===== config.mk =====
export PLATFORM = sky130hd
export DESIGN_NAME = csram_sweep_ctrl
export DESIGN_NICKNAME = d
export VERILOG_FILES = /design/src/rtl/csram_sweep_ctrl.sv
export SDC_FILE = /design/constraint.sdc
export NUM_CORES = 2
export LEC_CHECK = 0
export BUFFER_PORTS_ARGS = -buffer_cell sky130_fd_sc_hd__buf_2
export CAP_MARGIN = 20
export CORE_AREA = 5 5 588 590
export DETAILED_ROUTE_END_ITERATION = 7
export DIE_AREA = 0 0 593 595
export PLACE_DENSITY = 0.35
export SYNTH_ARGS = -nofsm -noshare
export SYNTH_HDL_FRONTEND = slang
export SYNTH_SLANG_ARGS = --single-unit

===== constraint.sdc =====
create_clock -name clk -period 1.7 [get_ports clk]
set_input_delay 0.085 -clock clk [delete_from_list [all_inputs] [get_ports clk]]
set_output_delay 0.085 -clock clk [all_outputs]
set_load 0.005 [all_outputs]

===== src/rtl/csram_sweep_ctrl.sv =====
// Sole master of one core's CSRAM port: per tick it sweeps every neuron entry through
// read / present / potential write-back, and grants loader config writes while idle.
module csram_sweep_ctrl #(
  parameter int NUM_NEURONS = 256,
  parameter int WIDTH       = 367,
  parameter int WRITE_INDEX = 102,
  parameter int WRITE_WIDTH = 9,
  localparam int AW = (NUM_NEURONS > 1) ? $clog2(NUM_NEURONS) : 1
) (
  input  logic                   clk,
  input  logic                   rst,
  input  logic                   tick,
  output logic                   busy,
  output logic                   done,
  output logic                   tick_overrun,
  output logic                   neuron_valid,
  input  logic                   neuron_ready,
  output logic [AW-1:0]          neuron_addr,
  output logic [WIDTH-1:0]       neuron_data,
  input  logic [WRITE_WIDTH-1:0] pot_value,
  input  logic                   cfg_req,
  input  logic [AW-1:0]          cfg_addr,
  input  logic [WIDTH-1:0]       cfg_data,
  output logic                   cfg_gnt,
  output logic                   csram_wen,
  output logic [AW-1:0]          csram_address,
  output logic [WIDTH-1:0]       csram_data_in,
  input  logic [WIDTH-1:0]       csram_data_out
);

  typedef enum logic [2:0] {IDLE, CFG, READ, PRESENT, WRITE, DONE} state_t;

  localparam logic [AW-1:0] LAST = AW'(NUM_NEURONS - 1);

  state_t                 state, state_nxt;
  logic [AW-1:0]          n;
  logic [AW-1:0]          cfg_addr_q;
  logic [WIDTH-1:0]       cfg_data_q;
  logic [WIDTH-1:0]       hold;
  logic [WRITE_WIDTH-1:0] pot_q;

  always_ff @(posedge clk) begin
    if (rst) begin
      state      <= IDLE;
      n          <= '0;
      hold       <= '0;
      cfg_addr_q <= '0;
      cfg_data_q <= '0;
      pot_q      <= '0;
    end else begin
      state <= state_nxt;
      case (state)
        // a same-cycle tick takes priority; the request stays pending until after the sweep
        IDLE:    if (!tick && cfg_req) begin
                   cfg_addr_q <= cfg_addr;
                   cfg_data_q <= cfg_data;
                 end
        READ:    hold <= csram_data_out;
        PRESENT: if (neuron_ready) pot_q <= pot_value;
        WRITE:   if (n != LAST) n <= n + 1'b1;
        DONE:    n <= '0;
        default: ;
      endcase
    end
  end

  always_comb begin
    state_nxt     = state;
    busy          = (state != IDLE);
    done          = 1'b0;
    tick_overrun  = tick && (state != IDLE);
    neuron_valid  = 1'b0;
    neuron_addr   = '0;
    neuron_data   = '0;
    cfg_gnt       = 1'b0;
    csram_wen     = 1'b0;
    csram_address = '0;
    csram_data_in = '0;
    case (state)
      IDLE: begin
        if (tick)         state_nxt = READ;
        else if (cfg_req) state_nxt = CFG;
      end
      CFG: begin
        csram_wen     = 1'b1;
        csram_address = cfg_addr_q;
        csram_data_in = cfg_data_q;
        cfg_gnt       = 1'b1;
        state_nxt     = IDLE;
      end
      READ: begin
        csram_address = n;
        state_nxt     = PRESENT;
      end
      PRESENT: begin
        csram_address = n;
        neuron_valid  = 1'b1;
        neuron_addr   = n;
        neuron_data   = hold;
        if (neuron_ready) state_nxt = WRITE;
      end
      WRITE: begin
        // read-modify-write: only the potential field changes
        csram_wen     = 1'b1;
        csram_address = n;
        csram_data_in = hold;
        csram_data_in[WRITE_INDEX +: WRITE_WIDTH] = pot_q;
        state_nxt     = (n == LAST) ? DONE : READ;
      end
      DONE: begin
        done      = 1'b1;
        state_nxt = IDLE;
      end
      default: state_nxt = IDLE;
    endcase
  end

endmodule


==> run metrics <==
number of synthesized flops with an enable pin 0; Total GRT Usage 0.1436; Hold Path Sink hold[52]; Commonest cells post-synth nand2_1 (1,513), dfxtp_1 (762), a21oi_1 (757); hpwl dp 212,800 um; min-delay src csram_data_out[52]; Sink Count 762; Sequential Power Share 0.386; CP cell instances buf_6 -> nor3b_4 -> buf_6 -> buf_12 -> clkbuf_16 -> buf_6 -> a22o_1 -> buf_2; Clock Path Buffers 4; Net Switching 15,540 uW; vias per cell 3.654; Min Clock Period, post-route 2613 ps; sequential area share after synthesis 0.4654; Worst Setup Path Type reg -> out; clock power share 0.428; Critical Path AT 2530 ps; Fill cells 38,370; Buf+Inv Stages, Crit Path 6; clk slew on worst S/H paths 60 ps; Routed WL per cell 23.90 um; CTS H-tree depth 3; Post-Synthesis Cell Area 0.03278 sq mm; CP endpoint kind primary output; leakage 0.02711 uW; Die Height 595 um; post-route setup slack -912.7 ps; clock root buffer clkbuf_16; RSZ-0062 raised after global routing true; first-pass GRT wire length 357,000 um; part of the cycle the worst path needs 1.537; global placement routability congestion 0.9085; CP max stage cell dfxtp_2; failing checks negative setup slack; Hold Violations, Final 0; CP Data Required Time 1620 ps; total power 52,890 uW; Switching Fraction 0.2939; CP Launch Type flip-flop; most frequent CP cell buf_6; YS warnings 0; Synth-to-Final Area Change 95.89%; core box area 0.3392 sq mm; # IOs 1,512; CP peak stage delay 330 ps; DRT iter0 DRCs 2,634; outcome complete, but fails checks; R2R setup slack -360 ps; share of cells above drive strength 1 0.3154; GR Overflow Total 0; maximum vdd drop 0.0006778 V; maximum clock rate 0.3827 GHz; drt pass-1 iters 7; Synth area leader dfxtp_1; Least-Margin Pin Slew 645.0 ps; Synth Register Bits 762; final antenna-violating net count 0; largest net degree at the start of global routing 61; nets 7,625; CP top delay family buffers and inverters; Logic pwr share 0.186; clk_lat worst skew 800 ps; Min-Delay Path Class in -> reg; Post-synth top flop dfxtp_1; R2R cell count 8; TNS Setup -712,930 ps; PD cells 823.7 mW/mm^2; reg-to-reg critical path startpoint state[2]; asr flop ratio synth 0; CTS tree built; Final setup viols 1,501; FP Rows 214; Max-Cap Viols 0; Worst Path Max Fanout 13; post-synthesis cell type count 42; Mapped Cells 4,229; skew final 39.31 ps; die area 0.3528 sq mm; Vias 42,100; vias in the first global route 42,330; Die Width 593 um; count leader, synth nand2_1; Rel. slew slack 0.5694; share of the synthesized area in the top cell type 0.4654; drt drc 0; Initial Util 0.09663; Avg Cell Area, Syn 7.751 sq um; worst r2r dst cfg_data_q[115]; CP startpoint state[0]; CTS Buf Count 102; ranking of synthesized cells by area dfxtp_1 (47%), nand2_1 (17%), a21oi_1 (12%); IO buf count 1,511; WHS Path Cells 4; syn nets 4,986; final wirelength 275,300 um; Pins Over Slew Limit 0; number of antenna violations at the first check in global routing 90; internal power 37,350 uW
-- power groups by stage --
stage	sequential (uW)	combinational [uW]	clock, uW
after floorplan	19800	3230	0
after global placement	20800	6830	0
after CTS	20400	9600	23400
after detailed placement	20800	6840	0
final	20400	9830	22600
after global routing	20500	10600	24100
-- cell usage in the layout, fill, tap and decap left out, drive strengths merged, types with 3 or more instances in the layout --
cell,count
xor2,3
diode,42
clkbuf,171
nor3,3
nor2b,7
clkinv,16
nand2,1515
dlygate4sd3,990
o21ai,11
a22o,367
and2,380
bufinv,10
inv,3
dfxtp,762
nor2,7
a21oi,757
buf,1901
a22oi,8
-- worst max path at each step --
| stage | endpoint | slack [ps] | cells after the start |
|---|---|---|---|
| final | csram_data_in[265] | -910 | 8 |
| after global routing | csram_data_in[260] | -1080 | 8 |
| after CTS | csram_data_in[356] | -1070 | 8 |
| after detailed placement | csram_data_in[360] | -460 | 5 |
| after global placement | csram_data_in[360] | -540 | 6 |
| after floorplan | n[7] | 170 | 5 |
-- registers in the layout, summed over array words and instances, names as in the netlist --
signal,cells
cfg_data_q,367
n,8
state,3
pot_q,9
hold,367
cfg_addr_q,8
-- area by class of cell --
type / instances / area (sq um) / share of cell area
timing repair buffer: 2916 / 23830 / 0.3712
multi-input combinational: 3085 / 15910 / 0.2478
sequential: 762 / 15260 / 0.2377
tap: 4536 / 5675 / 0.08838
clock buffer: 147 / 2972 / 0.04628
clock inverter: 30 / 446.7 / 0.006956
antenna: 42 / 105.1 / 0.001637
inverter: 1 / 3.754 / 0.00005846
-- metrics by stage --
| step | utilization | hold slack, ps | instances | setup slack [ps] | area, sq um |
|---|---|---|---|---|---|
| floorplan | - | 221.0 | 4229 | 170.9 | 32780 |
| global placement | 0.1408 | 327.9 | 10230 | -544.7 | 47780 |
| detailed placement | 0.1408 | 329.0 | 10230 | -455.5 | 47780 |
| CTS | 0.1849 | 0.1725 | 11430 | -1072 | 62720 |
| global route | 0.1891 | 18.05 | 11500 | -1076 | 64160 |
| finish | 0.1893 | 103.6 | 11520 | -912.7 | 64210 |
-- metal layers --
metal  global-route usage  wire (um)  share of wire
met5                    0        287         0.0010
met1               0.1847     118100           0.43
met2               0.2410     127500           0.46
met3              0.03341      21230          0.077
met4              0.03555       8240          0.030
-- what timing repair did --
action	CTS	global route
endpoints found under the hold margin	756	0
gates resized for setup	234	171
endpoints found under the setup margin	1503	1514
cloned	21	25
hold buffers	990	0
pin swaps	13	49
buffers inserted	32	25
-- cell families after synthesis --
| family | synth area share |
|---|---|
| buf+inv | 0.06145 |
| flops | 0.4654 |
| simple gates | 0.2518 |
| xor+xnor | 0.0008017 |
| fa+ha+maj | 0.0003816 |
| mux | 0.0003054 |
| compound gates | 0.2199 |
-- worst reg2reg max path: stages (launching register included) --
cell     delay [ps]
dfxtp_4         360
buf_4           150
buf_4           150
nor3_4          190
and2_4          230
buf_12          190
buf_12          390
nand2_1         150
a21oi_1         140
Note: power is estimated with default switching activity, not from simulation.
